**src/rtl/bus_arbiter_pkg.sv**
```systemverilog
// Shared definitions for the bus arbiter: FSM state codes and the
// active-low enable/disable levels used on the breq_/bgrt_/prmt_ signals.
package bus_arbiter_pkg;

  typedef enum logic [1:0] {
    ARB_IDLE  = 2'd0,
    ARB_GRANT = 2'd1,
    ARB_TURN  = 2'd2
  } arb_state_e;

  localparam logic ENABLE_  = 1'b0;
  localparam logic DISABLE_ = 1'b1;

endpackage

```
**src/rtl/bus_arbiter_rr_pick.sv**
```systemverilog
// Round-robin picker: first asserted request found searching last+1,
// last+2, ... (mod NREQ). Purely combinational.
module rr_pick #(
  parameter int NREQ  = 4,
  parameter int IDX_W = 2
) (
  input  logic [NREQ-1:0]  req_i,
  input  logic [IDX_W-1:0] last_i,
  output logic [IDX_W-1:0] winner_o,
  output logic             valid_o
);

  logic [IDX_W:0] cand;

  always_comb begin
    winner_o = '0;
    valid_o  = 1'b0;
    cand     = '0;
    for (int k = 1; k <= NREQ; k++) begin
      cand = {1'b0, last_i} + (IDX_W + 1)'(k);
      if (cand >= (IDX_W + 1)'(NREQ)) cand = cand - (IDX_W + 1)'(NREQ);
      if (!valid_o && req_i[cand[IDX_W-1:0]]) begin
        winner_o = cand[IDX_W-1:0];
        valid_o  = 1'b1;
      end
    end
  end

endmodule

```
**src/rtl/bus_arbiter.sv**
```systemverilog
// Round-robin owner arbiter for the shared bus with a one-cycle turnaround
// between owners and an advisory preempt once the hold time is exceeded.
module bus_arbiter
  import bus_arbiter_pkg::*;
#(
  parameter int NREQ     = 4,
  parameter int IDX_W    = 2,
  parameter int MAX_HOLD = 16,
  parameter int CNT_W    = 5
) (
  input  logic             clk,
  input  logic             reset,
  input  logic [NREQ-1:0]  breq_,
  output logic [NREQ-1:0]  bgrt_,
  output logic [NREQ-1:0]  prmt_,
  output logic [IDX_W-1:0] owner,
  output logic             busy,
  output arb_state_e       state_dbg
);

  arb_state_e       state_q, state_d;
  logic [NREQ-1:0]  bgrt_q, bgrt_d, prmt_q, prmt_d;
  logic [IDX_W-1:0] owner_q, owner_d, last_q, last_d, winner;
  logic [CNT_W-1:0] cnt_q, cnt_d;
  logic             busy_q, busy_d, win_valid;
  logic [NREQ-1:0]  req, own_mask;
  logic             owner_req, others_req;

  assign req = ~breq_;

  always_comb begin
    own_mask          = '0;
    own_mask[owner_q] = 1'b1;
  end

  assign owner_req  = req[owner_q];
  assign others_req = |(req & ~own_mask);

  rr_pick #(.NREQ(NREQ), .IDX_W(IDX_W)) u_pick (
    .req_i    (req),
    .last_i   (last_q),
    .winner_o (winner),
    .valid_o  (win_valid)
  );

  always_ff @(posedge clk or posedge reset) begin
    if (reset) begin
      state_q <= ARB_IDLE;
      bgrt_q  <= {NREQ{DISABLE_}};
      prmt_q  <= {NREQ{DISABLE_}};
      owner_q <= '0;
      last_q  <= IDX_W'(NREQ - 1);
      busy_q  <= 1'b0;
      cnt_q   <= '0;
    end else begin
      state_q <= state_d;
      bgrt_q  <= bgrt_d;
      prmt_q  <= prmt_d;
      owner_q <= owner_d;
      last_q  <= last_d;
      busy_q  <= busy_d;
      cnt_q   <= cnt_d;
    end
  end

  always_comb begin
    state_d = state_q;
    case (state_q)
      ARB_IDLE:  if (win_valid) state_d = ARB_GRANT;
      ARB_GRANT: if (!owner_req) state_d = ARB_TURN;
      ARB_TURN:  state_d = ARB_IDLE;
      default:   state_d = ARB_IDLE;
    endcase
  end

  always_comb begin
    bgrt_d  = {NREQ{DISABLE_}};
    prmt_d  = {NREQ{DISABLE_}};
    owner_d = owner_q;
    last_d  = last_q;
    busy_d  = 1'b0;
    cnt_d   = cnt_q;
    case (state_q)
      ARB_IDLE: begin
        if (win_valid) begin
          bgrt_d[winner] = ENABLE_;
          owner_d        = winner;
          last_d         = winner;
          busy_d         = 1'b1;
          cnt_d          = '0;
        end
      end
      ARB_GRANT: begin
        if (owner_req) begin
          bgrt_d = bgrt_q;
          busy_d = 1'b1;
          if (cnt_q < CNT_W'(MAX_HOLD)) cnt_d = cnt_q + CNT_W'(1);
          // Advisory only: the owner keeps the bus until it drops its request.
          if (cnt_q >= CNT_W'(MAX_HOLD - 1) && others_req) prmt_d[owner_q] = ENABLE_;
        end
      end
      default: ;
    endcase
  end

  assign bgrt_     = bgrt_q;
  assign prmt_     = prmt_q;
  assign owner     = owner_q;
  assign busy      = busy_q;
  assign state_dbg = state_q;

endmodule

```
**config.mk**
```make
export PLATFORM = sky130hd
export DESIGN_NAME = bus_arbiter
export DESIGN_NICKNAME = d
export VERILOG_FILES = /design/src/rtl/bus_arbiter_pkg.sv /design/src/rtl/bus_arbiter_rr_pick.sv /design/src/rtl/bus_arbiter.sv
export SDC_FILE = /design/constraint.sdc
export NUM_CORES = 1
export LEC_CHECK = 0
export CORE_ASPECT_RATIO = 0.5
export CORE_MARGIN = 4
export CORE_UTILIZATION = 35
export CTS_CLUSTER_SIZE = 14
export DETAILED_ROUTE_END_ITERATION = 10
export GPL_TIMING_DRIVEN = 0
export PLACE_DENSITY = 0.68
export SKIP_CTS_REPAIR_TIMING = 1
export SKIP_LAST_GASP = 1
export SLEW_MARGIN = 30
export SYNTH_ARGS = -nofsm -noshare
export SYNTH_HDL_FRONTEND = slang
export SYNTH_SLANG_ARGS = --single-unit
```
**constraint.sdc**
```tcl
create_clock -name clk -period 1.5 [get_ports clk]
set_input_delay 0.15 -clock clk [delete_from_list [all_inputs] [get_ports clk]]
set_output_delay 0.15 -clock clk [all_outputs]
set_load 0.1 [all_outputs]
```
Yosys cells after proc, flatten, opt, wreduce, memory -nomap -nowiden

Cells that the tools add are included.

Register bits after elaboration: 20
Latch bits: 0
Bits in writable memories: 0
Memory bits (read-only): 0
Output and inout bits: 13
Logic and storage cells: 96
Memories: 0

$add $sub $neg: 9
$mul: 0
Divide/modulo/power cells: 0
Order comparisons: 14
Equal/unequal tests: 5
Shift operators: 0
Mux-type cells: 42
Bitwise gates (word level): 4
Reductions and logical operators: 15

Operators with widths:

| operator            | number |
|---|---|
| $mux 2              | 10 |
| $mux 4              | 5 |
| $lt 2x3->1 const B  | 6 |
| $mux 5              | 3 |
| $mux 1              | 13 |
| $ge 3x3->1 const B  | 4 |
| $not 4->4           | 3 |
| $bmux 1 s2          | 5 |
| $pmux 5 s2          | 1 |
| $pmux 4 s2          | 1 |
| $sub 2x1->2 const B | 4 |
| $add 2x2->3 const B | 2 |
| $logic_and 1x1->1   | 6 |
| $ne 2x2->1 const B  | 3 |
| $add 5x1->5 const B | 1 |
| $ge 5x4->1 const B  | 1 |
| $lt 5x5->1 const B  | 1 |
| $and 4x4->4         | 1 |
| $demux 1 s2         | 2 |
| $ge 2x1->1 const B  | 2 |
| $pmux 2 s2          | 1 |
| $reduce_and 2->1    | 2 |
| $reduce_and 4->1    | 1 |
| $reduce_or 4->1     | 1 |
| 8 further kinds     | 10 |

Logic depth before layout (Yosys ltp)

Gate-level depths: netlist (run 1).

Depth after elaboration: 22
Depth in mapped cells: 7
Mapped depth without buffers: 7

Modules after synthesis

Synthesis (run 1) repeated with hierarchy kept, for this count alone.

Cell total of the unflattened synthesis: 109
Area total of the unflattened synthesis: 1138.6 sq um

Modules (own cells, without submodules):

| module      | instances | cells each | area each (sq um) |
|---|---|---|---|
| bus_arbiter | 1         | 95         | 1047.3 |
| rr_pick     | 1         | 14         | 91.3 |

Least setup slack after synthesis (run 1)

No wires, ideal clock.

Path kind: flip-flop to flip-flop
Start: reg owner_q[0] (netlist: owner[0])
End: reg cnt_q[3]
Setup time: 123 ps
Arrival: 2117 ps
Required time: 1377 ps
Path slack: -741 ps
Cell stages (with the launch flop): 7
Buffers on the path: 2
Path through: dfrtp_1 > buf_2 > and3b_1 > a22oi_1 > buf_2 > or2_1 > a32o_1

Cells in the longest elaborated chain, start to end: 4

RTL lines:

| element                           | line              | source |
|---|---|---|
| start: declaration                | bus_arbiter.sv:23 | `logic [IDX_W-1:0] owner_q, owner_d, last_q, last_d, winner;` |
| start signal: assignment          | bus_arbiter.sv:59 | `owner_q <= owner_d;` |
| $bmux 1 s2                        | bus_arbiter.sv:36 | `assign owner_req = req[owner_q];` |
| $mux 1 (not written as such)      | bus_arbiter.sv:36 |  |
| $ne 2x2->1 (no source line)       | --                |  |
| $reduce_and 4->1 (no source line) | --                |  |
| end signal: assignment            | bus_arbiter.sv:62 | `cnt_q <= cnt_d;` |
| end: declaration                  | bus_arbiter.sv:24 | `logic [CNT_W-1:0] cnt_q, cnt_d;` |

No other way between the ends. The select of a mux whose other input is x is not followed.
A chain may end at the register's enable or synchronous reset.

Worst setup path after layout (run 1)

Ends and elaborated chain as after synthesis.

==> flow_summary.ini, run 1 <==
[drt]
drt_iter0_markers = 42
avgRoutedWirePerCell_um = 15.11
viasPerCell = 5.258
dr.pass1.iters = 4
routed_wl_mm = 2.403
vias = 836
drc = 0
detail-route-antenna-nets = 0

[sta]
slew_violations = 0
fin_skew_ns = 0.006473
fin_crit_sh_pct = 112.3
finalSetupViolations = 15
timing.final.crit_period_ns = 1.684
rsz0062_at_grt = yes
hold_violations = 0
maxClockFrequency_mhz = 593.7
max-slew-margin-rel_pct = 35.93
fin_ws_ns = -0.1844
tightest_slew_ns = 0.9595

[cells_and_area]
multi_input_area_um2 = 513.0
layout.cells.non_filler = 159
area_growth_pct = 37.99
final_layout_size_suffix_gt1_share_pct = 46.72
antenna_cells = 0
seq_area_um2 = 523.0
num-fill-cells = 244
nets = 131
fin_area_um2 = 1409

[global_route]
grt_pass1_vias = 724
grt_pass1_wl_mm = 3.408
antenna_found_initial = 0
grt_max_degree = 21
grt-ovfl-total = 0
grt.total_usage_pct = 11.68

[worst_hold_path]
min-delay-path-class = input port to asynchronous set/reset pin

[placement]
portBuffers = 18
place.gp.congestion = 0.7420
dp_cells = 149
preCtsSetupSlack_ns = -0.4227
hpwl_mm = 1.507
placed_area_um2 = 1269

[die]
num_io_pins = 19
fp.dieArea_um2 = 3898
initial_core_util_pct = 38.04
dieWidth_um = 84.38
num_rows = 13
chipHeight_um = 46.19
core_um2 = 2684

[logic_synthesis]
yosys_warnings = 0
syn_inst = 94
synthMuxAreaShare_pct = 8.333
synth_fa_ha_area_share_pct = 2.451
synth_top_area_cell = dfstp_2
synth-compound-area-share_pct = 15.20
ys_top_cells_by_area = dfstp_2, dfrtp_1, mux2_2
avgSynthCellArea_um2 = 10.86
syn_nets = 102
synth_top_family_by_area = simple AND/OR/NAND/NOR gates
synthDominantCellAreaShare_pct = 25.74
yosys.area_share.simple_pct = 18.75
synth_xor_area_share_pct = 0
synth_cell_types = 37
synth.cell_area_um2 = 1021
seq_area_frac_synth_pct = 50.25
ys_seq_elements = 20

[cts]
ctsRootBufferMaster = clkbuf_8
clk_pin_slew_worst_paths_ns = 0.08
cts_sinks = 20
clk_latency_ns = 0.26
clk_path_buf_depth = 2
h-tree-depth = 1
numCtsBuffers = 3
cts_tree = built

[worst_setup_path]
r2r_end = cnt_q[3]
cp-start-kind = flop
r2r_slack_ns = -0.18
required_ns = 1.65
worst-setup-path-type = flop to flop
crit_path_max_fanout = 9
ff2ff_path_depth = 6
critPathCaptureType = flop
cp.arrival_ns = 1.84
rr_startpoint = owner[0]

[status]
violations = setup timing
status = complete, but fails checks

[flow_run]
cap_violations = 0
[synth_stat cells]
library cell and count:
buf_2 2, nand2_1 12, nor3b_1 2, o21ai_0 2, a311o_1 1, a32o_1 3
buf_6 2, o31ai_1 1, nor2_1 7, mux2_2 4, and2_4 1, dfstp_2 10
dfrtp_1 10, or4b_1 1, inv_1 5, a2bb2oi_1 1, a21oi_1 3, nor4_1 1
or2_1 1, o221ai_1 2, nor2b_1 1, ha_1 2, mux2i_1 4, and3_1 1
o32a_1 1, a221oi_1 1, nand2b_1 1, a22oi_1 1, o22a_1 1, and3b_1 1
nand3_1 2, nand4_1 1, nand3b_1 1, and2b_2 2, nor3_1 1, a211oi_2 1
a22o_1 1
[per-layer routing]
layer | wire, um | track usage, % | vias to the layer above
li1 | - | - | 399
met1 | 1074 | 14.29 | 415
met2 | 1180 | 19.75 | 16
met3 | 92 | 3.214 | 6
met4 | 55 | 5.678 | 0
met5 | 0 | 0 | -
[flip-flops by register name, indices dropped and copies added (netlist names)]
name,flops
bgrt_,4
busy,1
cnt_q,5
last_q,2
owner,2
prmt_,4
state_dbg,2
[worst max-delay path, cell delays in order (launching register included)]
cell,delay [ns]
dfrtp_4,0.48
buf_6,0.14
nor3b_2,0.23
a22oi_2,0.10
buf_6,0.14
or2_4,0.26
a32o_1,0.24
[cell usage in the layout, fill, tap and decap left out, drive strengths merged, types with 2 or more instances in the layout]
cell,synthesis,final
buf,4,10
o21ai,2,2
mux2,4,4
dfrtp,10,10
mux2i,4,4
inv,5,5
o221ai,2,2
and2b,2,2
dfstp,10,10
nand3,2,2
ha,2,2
dlymetal6s2s,0,4
nor2,7,7
a32o,3,3
clkbuf,0,15
a21oi,3,3
nor3b,2,2
clkdlybuf4s50,0,2
nand2,12,12
[metrics by stage]
stage	utilization [%]	hold WS, ns	TNS [ns]
after CTS	49.93	0.3411	-8.667
final	52.49	0.3287	-1.338
after detailed placement	47.27	0.4812	-8.204
after floorplan	-	0.1063	-2.177
after global routing	52.49	0.3841	-2.350
after global placement	47.27	0.4772	-7.877
[area by class of cell]
type	count	area share [%]
clock inverters	1	2.131
well taps	37	3.286
clock buffers	3	2.931
plain buffers	4	3.464
repair buffers	24	13.32
multi-input cells	65	36.41
flip-flops and latches	20	37.12
inverters	5	1.332
[kinds of logic after synthesis]
kind of cell	count (synthesis)
muxes	8
adders and majority gates	2
and+or+nand+nor	36
buffers and inverters	9
AOI/OAI and AO/OA	19
DFF	20
[how the worst max path moves through the flow]
stage | cells past startpoint | to | slack [ns] | from
after global placement | 5 | bgrt_[0] | -0.40 | breq_[3]
after global routing | 7 | prmt_[3] | -0.22 | cnt_q[1]
after floorplan | 6 | cnt_q[3] | -0.34 | owner[1]
after detailed placement | 5 | bgrt_[0] | -0.42 | breq_[1]
final | 6 | cnt_q[3] | -0.18 | owner[0]
after CTS | 1 | bgrt_[0] | -0.59 | bgrt_[0]
Power of run 1 is left out: the tool's default activity adds up to more than one toggle a clock period on the data nets, which glitch-free logic cannot reach.
==> run 2, diff against run 1 <==
--- a/config.mk
+++ b/config.mk
@@ -14,7 +14,7 @@
 export PLACE_DENSITY = 0.68
 export SKIP_CTS_REPAIR_TIMING = 1
 export SKIP_LAST_GASP = 1
-export SLEW_MARGIN = 30
+export SLEW_MARGIN = 15
 export SYNTH_ARGS = -nofsm -noshare
 export SYNTH_HDL_FRONTEND = slang
 export SYNTH_SLANG_ARGS = --single-unit
==> results of run 2 <==
Same layout as run 1: the final DEF is identical, and so are final timing and power.
Power of run 2 is left out for the same reason.
